`src/rtl/mips_pkg.sv`:
```
// Shared encodings for the multi-cycle MIPS controller: opcodes, datapath
// select codes, FSM state encodings and the per-state control word.
package mips_pkg;

    localparam logic [5:0] OP_RTYPE    = 6'b000000;
    localparam logic [5:0] OP_SPECIAL2 = 6'b011100;
    localparam logic [5:0] OP_LW       = 6'b100011;
    localparam logic [5:0] OP_SW       = 6'b101011;
    localparam logic [5:0] OP_BEQ      = 6'b000100;
    localparam logic [5:0] OP_ADDI     = 6'b001000;
    localparam logic [5:0] OP_J        = 6'b000010;

    localparam logic [2:0] ALU_OP_ADD   = 3'b000;
    localparam logic [2:0] ALU_OP_SUB   = 3'b001;
    localparam logic [2:0] ALU_OP_RTYPE = 3'b010;

    localparam logic [1:0] ALUSRCB_B       = 2'b00;
    localparam logic [1:0] ALUSRCB_FOUR    = 2'b01;
    localparam logic [1:0] ALUSRCB_IMM     = 2'b10;
    localparam logic [1:0] ALUSRCB_IMM_SH2 = 2'b11;

    localparam logic [1:0] PCSRC_ALU    = 2'b00;
    localparam logic [1:0] PCSRC_ALUOUT = 2'b01;
    localparam logic [1:0] PCSRC_JUMP   = 2'b10;

    // FETCH must stay 0 so the debug port reads FETCH while held in reset.
    typedef enum logic [3:0] {
        S_FETCH     = 4'd0,
        S_DECODE    = 4'd1,
        S_MEM_ADDR  = 4'd2,
        S_MEM_RD    = 4'd3,
        S_MEM_WB    = 4'd4,
        S_MEM_WR    = 4'd5,
        S_R_EXEC    = 4'd6,
        S_R_WB      = 4'd7,
        S_ADDI_EXEC = 4'd8,
        S_ADDI_WB   = 4'd9,
        S_BRANCH    = 4'd10,
        S_JUMP      = 4'd11
    } state_t;

    typedef struct packed {
        logic       i_or_d;
        logic       mem_read;
        logic       mem_write;
        logic       ir_write;
        logic       reg_dst;
        logic       mem_to_reg;
        logic       reg_write;
        logic       alu_src_a;
        logic [1:0] alu_src_b;
        logic [2:0] alu_op;
        logic [1:0] pc_source;
        logic       pc_write;
        logic       pc_write_cond;
        logic       retire;
        logic       mem_wait;
    } ctrl_t;

endpackage

```
`src/rtl/mips_multicycle_ctrl_if.sv`:
```
// Controller <-> datapath bundle: opcode/flags/memory handshake in, control word out.
interface mips_multicycle_ctrl_if #(
    parameter int CNT_W = 32
);
    logic [5:0]       op;
    logic             zero;
    logic             mem_ready;
    logic             pc_en;
    logic             i_or_d;
    logic             mem_read;
    logic             mem_write;
    logic             ir_write;
    logic             reg_dst;
    logic             mem_to_reg;
    logic             reg_write;
    logic             alu_src_a;
    logic [1:0]       alu_src_b;
    logic [2:0]       alu_op;
    logic [1:0]       pc_source;
    logic             illegal_op;
    logic [CNT_W-1:0] instr_count;
    logic [3:0]       state_dbg;

    modport master (
        input  op, zero, mem_ready,
        output pc_en, i_or_d, mem_read, mem_write, ir_write, reg_dst, mem_to_reg,
               reg_write, alu_src_a, alu_src_b, alu_op, pc_source, illegal_op,
               instr_count, state_dbg
    );

    modport slave (
        output op, zero, mem_ready,
        input  pc_en, i_or_d, mem_read, mem_write, ir_write, reg_dst, mem_to_reg,
               reg_write, alu_src_a, alu_src_b, alu_op, pc_source, illegal_op,
               instr_count, state_dbg
    );
endinterface

```
`src/rtl/mips_ctrl_decode.sv`:
```
// Purely combinational state -> control word decode; handshake gating is
// applied by the FSM using the mem_wait flag.
module mips_ctrl_decode
    import mips_pkg::*;
(
    input  state_t state,
    output ctrl_t  ctrl
);
    always_comb begin
        ctrl = '0;
        case (state)
            S_FETCH: begin
                ctrl.mem_read  = 1'b1;
                ctrl.alu_src_b = ALUSRCB_FOUR;
                ctrl.alu_op    = ALU_OP_ADD;
                ctrl.pc_source = PCSRC_ALU;
                ctrl.ir_write  = 1'b1;
                ctrl.pc_write  = 1'b1;
                ctrl.mem_wait  = 1'b1;
            end
            S_DECODE: begin
                ctrl.alu_src_b = ALUSRCB_IMM_SH2;
                ctrl.alu_op    = ALU_OP_ADD;
            end
            S_MEM_ADDR, S_ADDI_EXEC: begin
                ctrl.alu_src_a = 1'b1;
                ctrl.alu_src_b = ALUSRCB_IMM;
                ctrl.alu_op    = ALU_OP_ADD;
            end
            S_MEM_RD: begin
                ctrl.mem_read = 1'b1;
                ctrl.i_or_d   = 1'b1;
                ctrl.mem_wait = 1'b1;
            end
            S_MEM_WB: begin
                ctrl.reg_write  = 1'b1;
                ctrl.mem_to_reg = 1'b1;
                ctrl.retire     = 1'b1;
            end
            S_MEM_WR: begin
                ctrl.mem_write = 1'b1;
                ctrl.i_or_d    = 1'b1;
                ctrl.mem_wait  = 1'b1;
                ctrl.retire    = 1'b1;
            end
            S_R_EXEC: begin
                ctrl.alu_src_a = 1'b1;
                ctrl.alu_src_b = ALUSRCB_B;
                ctrl.alu_op    = ALU_OP_RTYPE;
            end
            S_R_WB: begin
                ctrl.reg_write = 1'b1;
                ctrl.reg_dst   = 1'b1;
                ctrl.retire    = 1'b1;
            end
            S_ADDI_WB: begin
                ctrl.reg_write = 1'b1;
                ctrl.retire    = 1'b1;
            end
            S_BRANCH: begin
                ctrl.alu_src_a     = 1'b1;
                ctrl.alu_src_b     = ALUSRCB_B;
                ctrl.alu_op        = ALU_OP_SUB;
                ctrl.pc_write_cond = 1'b1;
                ctrl.pc_source     = PCSRC_ALUOUT;
                ctrl.retire        = 1'b1;
            end
            S_JUMP: begin
                ctrl.pc_write  = 1'b1;
                ctrl.pc_source = PCSRC_JUMP;
                ctrl.retire    = 1'b1;
            end
            default: ;
        endcase
    end
endmodule

```
`src/rtl/mips_multicycle_ctrl.sv`:
```
// Multi-cycle MIPS control FSM: state register, opcode-driven sequencing,
// memory-ready stalls and a retired-instruction counter.
module mips_multicycle_ctrl
    import mips_pkg::*;
#(
    parameter int CNT_W = 32
)
(
    input  logic                    clk,
    input  logic                    rst_n,
    mips_multicycle_ctrl_if.master  bus
);
    state_t           state;
    state_t           state_next;
    ctrl_t            ctrl;
    logic             advance;
    logic             illegal;
    logic             pc_write;
    logic [CNT_W-1:0] count;

    mips_ctrl_decode u_decode (
        .state (state),
        .ctrl  (ctrl)
    );

    // Memory-bound states only make progress (and commit) once mem_ready is seen.
    assign advance  = !ctrl.mem_wait || bus.mem_ready;
    assign pc_write = ctrl.pc_write && advance;

    always_ff @(posedge clk or negedge rst_n) begin
        if (!rst_n) begin
            state <= S_FETCH;
        end else begin
            state <= state_next;
        end
    end

    always_comb begin
        state_next = S_FETCH;
        illegal    = 1'b0;
        case (state)
            S_FETCH:     state_next = advance ? S_DECODE : S_FETCH;
            S_DECODE: begin
                case (bus.op)
                    OP_RTYPE, OP_SPECIAL2: state_next = S_R_EXEC;
                    OP_LW, OP_SW:          state_next = S_MEM_ADDR;
                    OP_BEQ:                state_next = S_BRANCH;
                    OP_ADDI:               state_next = S_ADDI_EXEC;
                    OP_J:                  state_next = S_JUMP;
                    default: begin
                        state_next = S_FETCH;
                        illegal    = 1'b1;
                    end
                endcase
            end
            S_MEM_ADDR:  state_next = (bus.op == OP_LW) ? S_MEM_RD : S_MEM_WR;
            S_MEM_RD:    state_next = advance ? S_MEM_WB : S_MEM_RD;
            S_MEM_WR:    state_next = advance ? S_FETCH : S_MEM_WR;
            S_R_EXEC:    state_next = S_R_WB;
            S_ADDI_EXEC: state_next = S_ADDI_WB;
            default:     state_next = S_FETCH;
        endcase
    end

    always_ff @(posedge clk or negedge rst_n) begin
        if (!rst_n) begin
            count <= '0;
        end else if (ctrl.retire && advance) begin
            count <= count + {{(CNT_W-1){1'b0}}, 1'b1};
        end
    end

    // Every output is forced low while reset is held, including FETCH's read request.
    assign bus.pc_en       = rst_n && (pc_write || (ctrl.pc_write_cond && bus.zero));
    assign bus.i_or_d      = rst_n && ctrl.i_or_d;
    assign bus.mem_read    = rst_n && ctrl.mem_read;
    assign bus.mem_write   = rst_n && ctrl.mem_write;
    assign bus.ir_write    = rst_n && ctrl.ir_write && advance;
    assign bus.reg_dst     = rst_n && ctrl.reg_dst;
    assign bus.mem_to_reg  = rst_n && ctrl.mem_to_reg;
    assign bus.reg_write   = rst_n && ctrl.reg_write;
    assign bus.alu_src_a   = rst_n && ctrl.alu_src_a;
    assign bus.alu_src_b   = rst_n ? ctrl.alu_src_b : 2'b00;
    assign bus.alu_op      = rst_n ? ctrl.alu_op : 3'b000;
    assign bus.pc_source   = rst_n ? ctrl.pc_source : 2'b00;
    assign bus.illegal_op  = rst_n && illegal;
    assign bus.instr_count = count;
    assign bus.state_dbg   = rst_n ? state : S_FETCH;

endmodule

```
`src/flat_wrapper.sv`:
```
// flat-port wrapper written by rule: the top's interface ports become plain ports
module mips_multicycle_ctrl_flat import mips_pkg::*;
#(
    parameter int CNT_W = 32
)
  (clk, rst_n, bus_op, bus_zero, bus_mem_ready, bus_pc_en, bus_i_or_d, bus_mem_read, bus_mem_write, bus_ir_write, bus_reg_dst, bus_mem_to_reg, bus_reg_write, bus_alu_src_a, bus_alu_src_b, bus_alu_op, bus_pc_source, bus_illegal_op, bus_instr_count, bus_state_dbg);
  mips_multicycle_ctrl_if #(.CNT_W(CNT_W)) bus_i ();
  input  logic clk;
  input  logic rst_n;
  input wire logic [$bits(bus_i.op)-1:0] bus_op;
  input wire logic [$bits(bus_i.zero)-1:0] bus_zero;
  input wire logic [$bits(bus_i.mem_ready)-1:0] bus_mem_ready;
  output wire logic [$bits(bus_i.pc_en)-1:0] bus_pc_en;
  output wire logic [$bits(bus_i.i_or_d)-1:0] bus_i_or_d;
  output wire logic [$bits(bus_i.mem_read)-1:0] bus_mem_read;
  output wire logic [$bits(bus_i.mem_write)-1:0] bus_mem_write;
  output wire logic [$bits(bus_i.ir_write)-1:0] bus_ir_write;
  output wire logic [$bits(bus_i.reg_dst)-1:0] bus_reg_dst;
  output wire logic [$bits(bus_i.mem_to_reg)-1:0] bus_mem_to_reg;
  output wire logic [$bits(bus_i.reg_write)-1:0] bus_reg_write;
  output wire logic [$bits(bus_i.alu_src_a)-1:0] bus_alu_src_a;
  output wire logic [$bits(bus_i.alu_src_b)-1:0] bus_alu_src_b;
  output wire logic [$bits(bus_i.alu_op)-1:0] bus_alu_op;
  output wire logic [$bits(bus_i.pc_source)-1:0] bus_pc_source;
  output wire logic [$bits(bus_i.illegal_op)-1:0] bus_illegal_op;
  output wire logic [$bits(bus_i.instr_count)-1:0] bus_instr_count;
  output wire logic [$bits(bus_i.state_dbg)-1:0] bus_state_dbg;
  assign bus_i.op = bus_op;
  assign bus_i.zero = bus_zero;
  assign bus_i.mem_ready = bus_mem_ready;
  assign bus_pc_en = bus_i.pc_en;
  assign bus_i_or_d = bus_i.i_or_d;
  assign bus_mem_read = bus_i.mem_read;
  assign bus_mem_write = bus_i.mem_write;
  assign bus_ir_write = bus_i.ir_write;
  assign bus_reg_dst = bus_i.reg_dst;
  assign bus_mem_to_reg = bus_i.mem_to_reg;
  assign bus_reg_write = bus_i.reg_write;
  assign bus_alu_src_a = bus_i.alu_src_a;
  assign bus_alu_src_b = bus_i.alu_src_b;
  assign bus_alu_op = bus_i.alu_op;
  assign bus_pc_source = bus_i.pc_source;
  assign bus_illegal_op = bus_i.illegal_op;
  assign bus_instr_count = bus_i.instr_count;
  assign bus_state_dbg = bus_i.state_dbg;
  mips_multicycle_ctrl #(.CNT_W(CNT_W)) u_core (.clk(clk), .rst_n(rst_n), .bus(bus_i));
endmodule
```
`config.mk`:
```
export PLATFORM = sky130hd
export DESIGN_NAME = mips_multicycle_ctrl_flat
export DESIGN_NICKNAME = d
export VERILOG_FILES = /design/src/rtl/mips_pkg.sv /design/src/rtl/mips_multicycle_ctrl_if.sv /design/src/rtl/mips_ctrl_decode.sv /design/src/rtl/mips_multicycle_ctrl.sv /design/src/flat_wrapper.sv
export SDC_FILE = /design/constraint.sdc
export NUM_CORES = 1
export LEC_CHECK = 0
export CAP_MARGIN = 0
export CORE_MARGIN = 1.5
export CORE_UTILIZATION = 48
export DETAILED_ROUTE_END_ITERATION = 8
export GPL_ROUTABILITY_DRIVEN = 0
export GPL_TIMING_DRIVEN = 1
export PLACE_DENSITY = 0.77
export SYNTH_ARGS = -nofsm -noshare
export SYNTH_HDL_FRONTEND = slang
export SYNTH_HIERARCHICAL = 1
export SYNTH_SLANG_ARGS = --single-unit
export TNS_END_PERCENT = 100
```
`constraint.sdc`:
```
create_clock -name clk -period 2.8 [get_ports clk]
set_clock_uncertainty 0.15 [all_clocks]
set_input_delay 0.42 -clock clk [delete_from_list [all_inputs] [get_ports clk]]
set_output_delay 0.42 -clock clk [all_outputs]
set_load 0.01 [all_outputs]
```
==> reports/summary.txt, run 1 <==
critical path cell sequence: or2_2 > o22ai_2 > or2b_4 > and3_1 > clkdlybuf4s50_1
Die X: 72.2 microns
DR WL/cell: 13.5 microns
CTS tree: done
# IOs: 63
worst vdd ir: 0.385 mV
Reg-to-Reg End: u_core/bus.instr_count[22]
# diodes: 0
Critical Path RT: 2.23 ns
synth top area cells: dfrtp_1 (39%), xnor2_1 (8.4%), and2_1 (5.4%)
GRT Residual Overflow: 0
path depth of the worst reg2reg path: 7
Layout Nets: 324
total power: 0.00188 W
crit path kind: flop to primary output
most frequent cells in the layout: clkdlybuf4s50_1 (58), dfrtp_1 (33), xnor2_1 (22), and2_1 (20), nor3_1 (17)
post-layout util: 68.9%
DRC: 0
number of global-route vias before repair: 1788
YS warnings: 6
sequential cell area fraction in the yosys report: 39.2%
final hold viol count: 0
Synth cell types: 53
top_reg_cell synth: dfrtp_1
status: finished, final reports clean
RR Startpoint: u_core/state[1]
Async S/R FF share, synth: 100%
fill count: 353
post-route ant nets: 0
CP Capture Type: primary output
post-route cell area: 3080 sq um
initial antenna violation count: 0
Top Family by Delay on Critical Path: simple AND/OR/NAND/NOR gates
critical path buffer and inverter count: 1
setup violators final: 0
Critical-path top delay cell: clkdlybuf4s50_1
RSZ-0062 raised after global routing: false
I/O Buffers: 61
iteration-0 DRC count of the detailed router: 86
CTS sink count: 36
Cells after Synth: 248
post-DR vias/cell: 5.38
crit path max fanout: 6
Avg Synthesized Cell Area: 9.26 sq um
max-slew violations: 0
CP Launch Type: flop
Setup TNS Final: 0 ns
Total Routing Usage GR: 20.0%
XOR/XNOR Fraction of Synth Area: 13.3%
Synth top area share: 39.2%
Num CTS Buffers: 5
DP Wirelength: 3670 microns
commonest non-fill, non-tap cell in the layout: clkdlybuf4s50_1
Place WS: 0.137 ns
Area after DPL: 2940 sq um
Reg clk slew, reported paths: 0.07 ns
Synth Area in Adders: 0.545%
final WL: 4930 microns
largest net degree at the start of global routing: 37
worst-case clock buffer depth: 2
Hold Crit Class: primary input to asynchronous set/reset pin
final worst-path cycle share: 97.0%
largest family of logic cells by synthesized area: simple AND/OR/NAND/NOR gates
worst skew pair latency: 0.28 ns
P_leak: 1.18 nW
Multi-input gate area: 1280 sq um
Core Rows: 24
Initial Util: 51.3%
max cap viols: 0
setup ws final: 0.0836 ns
drt pass-1 iters: 4
PD cells: 611 nW/um^2
mux contribution to synthesized area: 0.490%
Hold-fix buffers, CTS: 0
core area: 4470 sq um
synthesized cell area: 2300 sq um
clk root buf: clkbuf_8
worst path arrival time: 2.15 ns
Tmin final: 2.72 ns
first-pass GRT wire length: 8270 microns
die area: 5210 sq um
Post-Synth Simple-Gate Area: 32.9%
Area Growth Syn to Fin: 34.2%
Die H: 72.2 microns
Yosys top cell by area: dfrtp_1
share of cells above drive strength 1: 13.4%
Worst R2R Setup Slack: 0.28 ns
critical path depth: 5
Yosys reg bits: 36
fmax: 0.368 GHz
flip-flop and latch area: 905 sq um
H-Tree Depth: 2
Worst path max stage delay: 0.47 ns
compound-cell area share of the yosys netlist: 7.52%
Post-synth EDFFs: 0
vias: 1968
syn nets: 259
-- final cells by class --
class	instances	area share (%)
Multi-Input combinational cell	188	41.4
Sequential cell	36	29.4
Clock buffer	6	2.35
Clock inverter	2	1.14
Timing Repair Buffer	73	22.5
Tap cell	52	2.11
Inverter	9	1.10
-- cells by family (layout without fill, tap and decap cells) --
family,count (synthesis),after routing
compound gates,25,25
buf+inv,24,90
mux,1,1
xor+xnor,34,34
simple gates,126,126
flops,36,36
fa+ha+maj,1,1
other cells,1,1
-- worst reg2reg max path, cell delays in order (launching register included) --
cell and delay [ns]:
dfrtp_2 0.46, clkbuf_2 0.16, nor2b_1 0.13, o22ai_1 0.20, inv_1 0.16, or4_1 0.72
nor3_1 0.29, xor2_1 0.19
-- report_power, final --
part / total, W / internal, W / switching, W / leakage, nW
Sequential: 0.000642 / 0.000567 / 0.0000748 / 0.439
Combinational: 0.000797 / 0.000419 / 0.000378 / 0.682
Clock: 0.000443 / 0.000264 / 0.000179 / 0.0552
Total: 0.00188 / 0.00125 / 0.000632 / 1.18
-- registers in the layout, summed over array words and instances, names as in the netlist --
name / count
u_core/bus.instr_count: 32
u_core/state: 4
-- through the flow --
stage / instances / hold WS [ns]
after floorplan: 248 / -0.0256
after global placement: 356 / 0.306
after detailed placement: 356 / 0.312
after CTS: 364 / 0.266
after global routing: 366 / 0.327
final: 366 / 0.244
-- worst max-delay path by stage --
stage	slack (ns)	to	from
2_1_floorplan	0.31	u_core/bus.instr_count[31]	u_core/state[0]
3_3_place_gp	0.16	bus_illegal_op	bus_op[2]
3_5_place_dp	0.14	bus_illegal_op	bus_op[2]
4_1_cts	0.03	bus_ir_write	u_core/state[2]
5_1_grt	0.002	bus_illegal_op	bus_op[1]
6_report	0.08	bus_ir_write	u_core/state[2]
-- synth_stat cells, drive strengths merged, types with 2 or more instances --
master  count
nand4       7
inv         9
buf         8
nor4        6
a21oi       6
or2b        4
nand2b      5
or4         3
nor2b       4
and3        5
nand3      13
or3         2
and4        3
and2       21
dfrtp      36
xnor2      22
xor2       12
or2         2
a22oi       2
nor2       15
nor3b       2
o22ai       5
nor3       17
clkbuf      7
nor4b       2
o21ai       4
nand2      14
-- metal layers --
metal  track usage, %  wire [microns]  up-vias  part of all wire (%)
met3             5.14             217        4                   4.4
met4             3.98              25        0                  0.51
li1                 -               -      984                     -
met2             31.0            2300       47                    47
met1             28.7            2380      933                    48
met5                0               0        -                     0
-- timing repair --
item	CTS	global route
endpoints found under the setup margin	4	3
gates cloned	0	0
resized for setup	7	1
setup buffers	0	2
No activity file was read; power rests on OpenSTA's default activity.
==> inputs of run 2 (changes only) <==
--- a/config.mk
+++ b/config.mk
@@ -7,11 +7,10 @@
 export LEC_CHECK = 0
 export CAP_MARGIN = 0
 export CORE_MARGIN = 1.5
-export CORE_UTILIZATION = 48
+export CORE_UTILIZATION = 40
 export DETAILED_ROUTE_END_ITERATION = 8
 export GPL_ROUTABILITY_DRIVEN = 0
-export GPL_TIMING_DRIVEN = 1
-export PLACE_DENSITY = 0.77
+export PLACE_DENSITY = 0.65
 export SYNTH_ARGS = -nofsm -noshare
 export SYNTH_HDL_FRONTEND = slang
 export SYNTH_HIERARCHICAL = 1
==> constraint.sdc (replaced) <==
create_clock -name clk -period 2.65 [get_ports clk]
set_clock_uncertainty 0.15 [all_clocks]
set_input_delay 0.3975 -clock clk [delete_from_list [all_inputs] [get_ports clk]]
set_output_delay 0.3975 -clock clk [all_outputs]
set_load 0.01 [all_outputs]
==> run 2 against run 1 <==
Net effect: clock power decreased by 10%; critical path depth increased by 2; hold slack got worse by 0.015 ns; critical path type unchanged; final area increased by 2.7%; global-route usage decreased by 2.6 points; cell count increased by 7.1%; worst setup slack improved by 0.035 ns; core utilization decreased by 11 points; sequential power increased by 5.6%; first-iteration DRC count decreased by 16%.
==> reports/summary.txt, run 2 (synthesis results as in run 1) <==
CP Capture Type: primary output
first-pass GRT wire length: 8670 microns (+4.8%)
switching pwr: 0.000674 W (+6.6%)
Total Routing Usage GR: 17.5% (-2.6 points)
Worst path max stage delay: 0.44 ns (-0.03 ns)
Reg power frac: 34.4% (+0.3 points)
Hold Crit Class: primary input to asynchronous set/reset pin
Layout Nets: 330 (+1.9%)
worst vdd ir: 0.361 mV (-6.3%)
final hold viol count: 0 (unchanged)
Place WS: 0.0549 ns (-0.0823 ns)
PD cells: 622 nW/um^2 (+1.9%)
final worst-path cycle share: 95.5%
Die X: 78.8 microns (+9.1%)
drt pass-1 iters: 4 (unchanged)
crit path max fanout: 5 (-1)
initial antenna violation count: 0 (unchanged)
Clk pwr share: 20.2% (-3.3 points)
share of cells above drive strength 1: 15.0% (+1.6 points)
worst-case clock buffer depth: 2 (unchanged)
most frequent cells in the layout: clkdlybuf4s50_1 (55), dfrtp_1 (33), xnor2_1 (22), and2_1 (20), nor3_1 (17)
setup violators final: 0 (unchanged)
Critical-path top delay cell: dfrtp_2
Setup TNS Final: 0 ns (unchanged)
H-Tree Depth: 2 (unchanged)
# IOs: 63 (unchanged)
GRT Residual Overflow: 0 (unchanged)
setup ws final: 0.119 ns (+0.0355 ns)
worst-margin pin slew: 0.596 ns
Die H: 78.8 microns (+9.1%)
Hold-fix buffers, CTS: 0 (unchanged)
P_leak: 1.24 nW (+5.3%)
fmax: 0.395 GHz
post-route ant nets: 0 (unchanged)
core area: 5510 sq um (+23%)
crit path kind: flop to primary output
critical path cell sequence: buf_4 > xor2_2 > o22ai_2 > or2b_4 > a22oi_1 > nor2b_1 > dlygate4sd2_1
Critical Path RT: 2.10 ns (-0.13 ns)
CTS tree: done
I/O Buffers: 61 (unchanged)
path depth of the worst reg2reg path: 7 (unchanged)
worst path arrival time: 1.98 ns (-0.17 ns)
logic gate share of total power: 45.4% (+3.0 points)
Core Rows: 27 (+13%)
Initial Util: 41.7% (-9.6 points)
RSZ-0062 raised after global routing: false
iteration-0 DRC count of the detailed router: 72 (-16%)
Internal Power: 0.00130 W (+3.6%)
Tmin final: 2.53 ns
CTS sink count: 36 (unchanged)
max cap viols: 0 (unchanged)
Max transition margin: 59.2%
die area: 6200 sq um (+19%)
vias: 2010 (+2.1%)
Num CTS Buffers: 5 (unchanged)
max-slew violations: 0 (unchanged)
Area Growth Syn to Fin: 37.9%
Sw Share: 34.2% (+0.63 points)
number of global-route vias before repair: 1859 (+4.0%)
post-DR vias/cell: 5.13 (-4.6%)
max reg flops: 32 (unchanged)
# diodes: 0 (unchanged)
commonest non-fill, non-tap cell in the layout: clkdlybuf4s50_1
DP Wirelength: 3850 microns (+5.0%)
total power: 0.00197 W (+4.6%)
largest net degree at the start of global routing: 37 (unchanged)
DRC: 0 (unchanged)
Reg clk slew, reported paths: 0.07 ns (about the same)
clk root buf: clkbuf_8
CP Launch Type: flop
status: finished, final reports clean
final WL: 5080 microns (+3.1%)
worst skew pair latency: 0.28 ns (about the same)
DR WL/cell: 13.0 microns (-3.8%)
## run 2: routing by layer
| layer | GRT usage, % | up-vias | routed length (microns) |
|---|---|---|---|
| met4 | 4.64 | 0 | 49 |
| met2 | 28.4 | 44 | 2450 |
| met1 | 23.4 | 960 | 2380 |
| met3 | 4.02 | 4 | 196 |
| li1 | - | 1002 | - |
| met5 | 0 | - | 0 |
## run 2: per-stage QoR
| step | area [sq um] | cells | util [%] | hold slack, ns |
|---|---|---|---|---|
| after floorplan | 2300 | 248 | - | -0.0481 |
| after global placement | 3010 | 382 | 54.7 | 0.305 |
| after detailed placement | 3010 | 382 | 54.7 | 0.308 |
| after CTS | 3140 | 391 | 57.0 | 0.263 |
| after global routing | 3170 | 392 | 57.5 | 0.317 |
| final | 3170 | 392 | 57.5 | 0.229 |
## run 2: final cells by class
class                   instances  area [sq um]
clock buffers                   7          86.3
clock inverters                 1          7.51
fillers                       512          2340
inverters                       9          33.8
multi-input cells             188          1290
flip-flops and latches         36           905
well taps                      72          90.1
repair buffers                 79           753
## run 2: timing repair
item	4_1_cts	5_1_grt
gates cloned	0	0
gates resized for setup	10	5
setup buffers	1	1
endpoints found under the setup margin	4	3
pin swaps	0	0
## run 2: worst max-delay path, delay by kind of cell (launching register included)
family | cells | cell delay, ns
flip-flops | 1 | 0.44
AND/OR/NAND/NOR | 2 | 0.36
AO/OA/AOI/OAI | 2 | 0.29
XOR/XNOR | 1 | 0.19
buffers and inverters | 2 | 0.44
## run 2: worst paths after layout
kind | slack (ns) | endpoint | start
min in group clk | 0.32 | u_core/bus.instr_count[31] | u_core/bus.instr_count[31]
max in group asynchronous | 1.77 | u_core/state[0] | rst_n
min | 0.23 | u_core/bus.instr_count[12] | rst_n
max reg2reg | 0.19 | u_core/bus.instr_count[22] | u_core/state[1]
max | 0.12 | bus_pc_en | u_core/state[1]
min reg2reg | 0.32 | u_core/bus.instr_count[31] | u_core/bus.instr_count[31]
## run 2: power by group through the flow
stage	clock network (W)	logic, W	registers [W]
finish	0.000397	0.000893	0.000678
global route	0.000441	0.000987	0.000686
CTS	0.000410	0.000879	0.000679
detailed placement	0	0.000851	0.000686
global placement	0	0.000845	0.000683
floorplan	0	0.000513	0.000685
